$ cat config.mk
export PLATFORM = sky130hd
export DESIGN_NAME = eth_rx_fcs_check
export DESIGN_NICKNAME = d
export VERILOG_FILES = /design/src/rtl/eth_rx_fcs_check.sv
export SDC_FILE = /design/constraint.sdc
export NUM_CORES = 1
export LEC_CHECK = 0
export ABC_CLOCK_PERIOD_IN_PS = 4800
export CAP_MARGIN = 40
export CELL_PAD_IN_SITES_DETAIL_PLACEMENT = 1
export CELL_PAD_IN_SITES_GLOBAL_PLACEMENT = 1
export CORE_ASPECT_RATIO = 0.7
export CORE_UTILIZATION = 35
export CTS_BUF_LIST = sky130_fd_sc_hd__clkbuf_4
export DETAILED_ROUTE_END_ITERATION = 8
export HOLD_SLACK_MARGIN = 0.12
export PLACE_DENSITY_LB_ADDON = 0.1
export SKIP_LAST_GASP = 1
export SYNTH_ARGS = -nofsm -noshare
export SYNTH_HDL_FRONTEND = slang
export SYNTH_SLANG_ARGS = --single-unit
$ cat constraint.sdc
create_clock -name clk -period 4.8 [get_ports clk]
set_input_delay 0.72 -clock clk [delete_from_list [all_inputs] [get_ports clk]]
set_output_delay 0.72 -clock clk [all_outputs]
set_load 0.01 [all_outputs]
$ cat src/rtl/eth_rx_fcs_check.sv
// eth_rx_fcs_check: receives MII-style bytes, strips preamble/SFD, writes frame
// bytes (FCS excluded) to a buffer, and checks the CRC-32 and the frame length.
//
// Ports:
//   clk, reset           rising-edge clock, synchronous active-high reset
//   rx_dv, rx_er         PHY receive data valid / receive error
//   rx_data[7:0]         PHY receive byte, bit 0 first on the wire
//   wr_en, wr_addr[10:0], wr_data[7:0]
//                        frame buffer write port, one byte per strobe
//   frame_done           one-cycle pulse after each complete frame
//   frame_ok, frame_len[10:0], err_crc, err_len, err_phy
//                        status of the last frame, held until the next frame_done
module eth_rx_fcs_check #(
    parameter int MIN_FRAME = 64,
    parameter int MAX_FRAME = 1518
) (
    input  logic        clk,
    input  logic        reset,
    input  logic        rx_dv,
    input  logic        rx_er,
    input  logic [7:0]  rx_data,
    output logic        wr_en,
    output logic [10:0] wr_addr,
    output logic [7:0]  wr_data,
    output logic        frame_done,
    output logic        frame_ok,
    output logic [10:0] frame_len,
    output logic        err_crc,
    output logic        err_len,
    output logic        err_phy
);
    typedef enum logic [1:0] {IDLE, PREAMBLE, DATA, DROP} state_t;

    localparam logic [11:0] MIN_L    = 12'(MIN_FRAME);
    localparam logic [11:0] MAX_L    = 12'(MAX_FRAME);
    localparam logic [11:0] WR_LIMIT = 12'(MAX_FRAME - 4);
    localparam logic [31:0] RESIDUE  = 32'hC704DD7B;

    state_t           state_q, state_d;
    logic [31:0]      crc_q, crc_d;
    logic [10:0]      cnt_q, cnt_d;
    logic [3:0][7:0]  dl_q, dl_d;
    logic             phy_q, phy_d;
    logic             wr_en_q, wr_en_d;
    logic [10:0]      wr_addr_q, wr_addr_d;
    logic [7:0]       wr_data_q, wr_data_d;
    logic             frame_done_q, frame_done_d;
    logic             frame_ok_q, frame_ok_d;
    logic [10:0]      frame_len_q, frame_len_d;
    logic             err_crc_q, err_crc_d;
    logic             err_len_q, err_len_d;
    logic             err_phy_q, err_phy_d;
    logic [10:0]      addr;

    // Byte-wise CRC-32, wire bit order (bit 0 first) into an MSB-first register.
    function automatic logic [31:0] crc_next(input logic [31:0] c, input logic [7:0] d);
        logic [31:0] r;
        r = c;
        for (int i = 0; i < 8; i++)
            r = {r[30:0], 1'b0} ^ ((r[31] ^ d[i]) ? 32'h04C11DB7 : 32'h0);
        return r;
    endfunction

    // Address of the oldest delay-line byte, written when the current byte arrives.
    assign addr = cnt_q - 11'd4;

    always_comb begin
        state_d      = state_q;
        crc_d        = crc_q;
        cnt_d        = cnt_q;
        dl_d         = dl_q;
        phy_d        = phy_q;
        wr_en_d      = 1'b0;
        wr_addr_d    = wr_addr_q;
        wr_data_d    = wr_data_q;
        frame_done_d = 1'b0;
        frame_ok_d   = frame_ok_q;
        frame_len_d  = frame_len_q;
        err_crc_d    = err_crc_q;
        err_len_d    = err_len_q;
        err_phy_d    = err_phy_q;
        case (state_q)
            IDLE: begin
                if (rx_dv)
                    state_d = (rx_data == 8'h55) ? PREAMBLE : DROP;
            end
            PREAMBLE: begin
                if (!rx_dv)
                    state_d = IDLE;
                else if (rx_data == 8'hD5) begin
                    state_d = DATA;
                    crc_d   = '1;
                    cnt_d   = '0;
                    phy_d   = 1'b0;
                end else if (rx_data != 8'h55)
                    state_d = DROP;
            end
            DATA: begin
                if (rx_dv) begin
                    crc_d = crc_next(crc_q, rx_data);
                    cnt_d = (cnt_q == 11'h7FF) ? cnt_q : cnt_q + 11'd1;
                    dl_d  = {dl_q[2:0], rx_data};
                    phy_d = phy_q | rx_er;
                    // The last four bytes stay in the delay line, so the FCS is never written.
                    if (cnt_q >= 11'd4 && {1'b0, addr} < WR_LIMIT) begin
                        wr_en_d   = 1'b1;
                        wr_addr_d = addr;
                        wr_data_d = dl_q[3];
                    end
                end else begin
                    state_d      = IDLE;
                    frame_done_d = 1'b1;
                    frame_len_d  = cnt_q;
                    err_crc_d    = crc_q != RESIDUE;
                    err_len_d    = {1'b0, cnt_q} < MIN_L || {1'b0, cnt_q} > MAX_L;
                    err_phy_d    = phy_q;
                    frame_ok_d   = !(err_crc_d || err_len_d || phy_q);
                end
            end
            default: begin
                if (!rx_dv)
                    state_d = IDLE;
            end
        endcase
    end

    always_ff @(posedge clk) begin
        if (reset) begin
            state_q      <= IDLE;
            crc_q        <= '1;
            cnt_q        <= '0;
            dl_q         <= '0;
            phy_q        <= 1'b0;
            wr_en_q      <= 1'b0;
            wr_addr_q    <= '0;
            wr_data_q    <= '0;
            frame_done_q <= 1'b0;
            frame_ok_q   <= 1'b0;
            frame_len_q  <= '0;
            err_crc_q    <= 1'b0;
            err_len_q    <= 1'b0;
            err_phy_q    <= 1'b0;
        end else begin
            state_q      <= state_d;
            crc_q        <= crc_d;
            cnt_q        <= cnt_d;
            dl_q         <= dl_d;
            phy_q        <= phy_d;
            wr_en_q      <= wr_en_d;
            wr_addr_q    <= wr_addr_d;
            wr_data_q    <= wr_data_d;
            frame_done_q <= frame_done_d;
            frame_ok_q   <= frame_ok_d;
            frame_len_q  <= frame_len_d;
            err_crc_q    <= err_crc_d;
            err_len_q    <= err_len_d;
            err_phy_q    <= err_phy_d;
        end
    end

    assign wr_en      = wr_en_q;
    assign wr_addr    = wr_addr_q;
    assign wr_data    = wr_data_q;
    assign frame_done = frame_done_q;
    assign frame_ok   = frame_ok_q;
    assign frame_len  = frame_len_q;
    assign err_crc    = err_crc_q;
    assign err_len    = err_len_q;
    assign err_phy    = err_phy_q;
endmodule

==> reports/results.tsv <==
stage	metric	value	unit
cts	cts_buffers	17	
timing	fin_setup_tns	0	ns
route	firstDrtPassIters	4	
timing	maxSlewHeadroom	38.71	%
worst_hold_path	hold_start	dl_q[7]	
timing	final_max_slew_viol_count	0	
pwr	ir_drop	0.1124	mV
job	maxCapViolations	0	
placement	numPortBuffers	47	
timing	finalSetupViolations	0	
status	outcome	complete, no violations	
cts	root_buffer	clkbuf_4	
placement	dp.cells	871	
global_routing	overflow	0	
cts	cts_setup_buffers	0	
timing	clock.fmax	349.1	MHz
synth	synth_area_leader_cell	dfxtp_1	
cts	h-tree-depth	4	
final_layout	layout-drive-gt1-share	8.523	%
setup_path	r2r_end	wr_data[6]	
synth	synthMostInstantiatedCell	nand2_1	
cts	cts_hold_buf	0	
synth	synth_edf_count	0	
global_routing	grt_pass1_wl	25.61	mm
final_layout	syn_to_final_growth	14.99	%
global_routing	track_usage	19.71	%
cts	clk_pin_slew	0.10	ns
placement	pre_cts_slack	1.390	ns
pwr	powerDensity	312.9	mW/mm²
floorplanning	io_pins	48	
setup_path	path_max_fanout	17	
setup_path	start_kind	primary input	
setup_path	required	5.27	ns
floorplanning	die_height	108.5	µm
synth	yosys_warnings	0	
worst_hold_path	holdPathEnd	dl_q[15]	
route	drt_iter0_drc	277	
timing	rsz0062_at_grt	no	
synth	syn-num-nets	681	
global_routing	antenna_found_initial	0	
global_routing	grt_max_degree	81	
timing	finalCritPeriodShare	59.68	%
route	routedWlPerCell	17.04	µm
setup_path	arrival	3.34	ns
worst_hold_path	hold_class	reg2reg	
final_layout	final_cell_area	0.006526	mm²
cts	clkSinkCount	114	
placement	dp_hpwl	10.59	mm
synth	synthFlopType	dfxtp_1	
synth	ys_types	62	
setup_path	cp-end-kind	flip-flop	
floorplanning	die-area	0.01674	mm²
timing	final.setup.worst_slack	1.935	ns
setup_path	reg2reg_from	cnt_q[2]	
synth	ys_ff_latch	114	
route	vias	4842	
route	via_per_inst	5.350	
route	ant_nets	0	
timing	hold_viol_final	0	
final_layout	final_nets	707	
timing	period_minus_slack	2.865	ns
setup_path	r2r_slack	2.08	ns
placement	gp_congestion	0.8693	
synth	synth_area_leaders	dfxtp_1 (40%), xnor2_1 (9.6%), nand2_1 (8.5%)	
synth	ys_seq_area_share	40.21	%
cts	cts_resized	0	
timing	tightest_slew	0.9193	ns
final_layout	fin_cells	905	
setup_path	worstSetupPathType	in2reg	
cts	cts_buffer_depth	2	
cts	cts_tree	built	
route	totalWireLength	15.42	mm
placement	placed_area	0.006256	mm²
synth	yosys-top-cells-count	nand2_1 (128), dfxtp_1 (114), xnor2_1 (62), a21oi_1 (54), clkbuf_1 (32)	
setup_path	r2r.worst_path.cells	7	
synth	avgSynthCellArea	8.535	µm²
synth	synth_area	0.005675	mm²
floorplanning	die_w	154.2	µm
floorplanning	num_rows	38	
cts	clk_latency	0.55	ns
timing	finalClockSkew	0.01644	ns
synth	syn_inst	665	
floorplanning	start_util	36.17	%
route	drc	0	
floorplanning	core_area	0.01569	mm²
pwr	leakage	2.199	nW
synth	async_flop_share	0	%
worst_hold_path	hold_depth	2	
global_routing	grt_pass1_vias	4945	
final_layout	postLayoutCoreUtil	41.59	%
synth	synth_top_area_share	40.21	%
==> power breakdown <==
| part | total [mW] | switching, mW | internal, mW |
|---|---|---|---|
| logic | 0.379 | 0.203 | 0.176 |
| clock network | 0.663 | 0.382 | 0.282 |
| registers | 1.00 | 0.0262 | 0.974 |
| total | 2.04 | 0.611 | 1.43 |
==> worst max-delay path by stage <==
stage / endpoint / slack, ns / startpoint / cells past startpoint
2_1_floorplan: cnt_q[0] / 2.46 / rx_data[5] / 6
3_3_place_gp: cnt_q[0] / 1.46 / rx_dv / 6
3_5_place_dp: cnt_q[0] / 1.39 / rx_dv / 6
4_1_cts: wr_data[6] / 1.96 / cnt_q[3] / 7
5_1_grt: wr_addr[8] / 1.80 / rx_dv / 6
6_report: cnt_q[0] / 1.94 / rx_dv / 6
==> cell families (layout without fill, tap and decap cells) <==
logic type | Yosys count | in the layout | share of synthesized area [%]
AO/OA/AOI/OAI | 142 | 142 | 17.31
buffers and inverters | 59 | 98 | 4.453
flip-flops | 114 | 114 | 40.21
other | 0 | 1 | 0
AND/OR/NAND/NOR | 259 | 259 | 22.20
adder cells (fa/ha/maj) | 4 | 4 | 0.8819
multiplexers | 5 | 5 | 0.8819
XOR/XNOR | 82 | 82 | 14.07
==> cells in the final DEF, fill, tap and decap left out, types with 4 or more instances in the layout <==
cell type / count
clkbuf_4: 22
o22a_1: 4
o2111ai_1: 8
a2bb2oi_1: 6
o22ai_1: 6
inv_1: 10
mux2i_1: 5
o21ai_0: 13
nor2b_1: 16
o211ai_1: 7
xor2_1: 12
and2_1: 4
nor3_1: 5
nor4_1: 5
clkinv_2: 5
a21oi_1: 54
a211o_1: 12
xnor2_1: 62
o21a_1: 4
dfxtp_1: 114
buf_4: 7
ha_1: 4
nor2_1: 25
nand2_1: 128
clkdlybuf4s50_1: 46
nand3_1: 27
and3_1: 9
nand4_1: 17
==> through the flow <==
step	hold WS [ns]	total power, mW
after global routing	0.4795	2.145
after global placement	0.4358	1.389
after CTS	0.4523	2.073
final	0.4468	2.042
after floorplan	0.4321	1.296
after detailed placement	0.4472	1.398
==> state kept, by name (all words and copies together), names as in the netlist <==
name / count
err_crc: 1
wr_data: 8
wr_en: 1
state_q: 2
crc_q: 32
frame_ok: 1
frame_len: 11
err_phy: 1
frame_done: 1
err_len: 1
phy_q: 1
cnt_q: 11
dl_q: 32
wr_addr: 11
==> per-layer routing <==
metal	part of all wire, %	vias up	global-route usage, %
met3	3.1	11	4.970
met1	51	2386	26.53
met2	44	63	31.10
met5	0	-	0
li1	-	2382	-
met4	0.98	0	5.857
==> cell type report <==
| type | instances | area [µm²] |
|---|---|---|
| fill | 1875 | 9164 |
| multi-input combinational | 492 | 3141 |
| sequential | 114 | 2282 |
| tap | 200 | 250.2 |
| inverter | 10 | 37.54 |
| clock inverter | 10 | 87.58 |
| antenna | 1 | 2.502 |
| timing repair buffer | 56 | 560.5 |
| clock buffer | 22 | 165.2 |
==> worst max-delay path: stages <==
cell and delay (ns):
clkdlybuf4s50_1 0.86, inv_1 0.17, or4_1 0.79, and2_4 0.25
or4_1 0.46, o21ai_0 0.08
No activity file was read; power rests on OpenSTA's default activity.
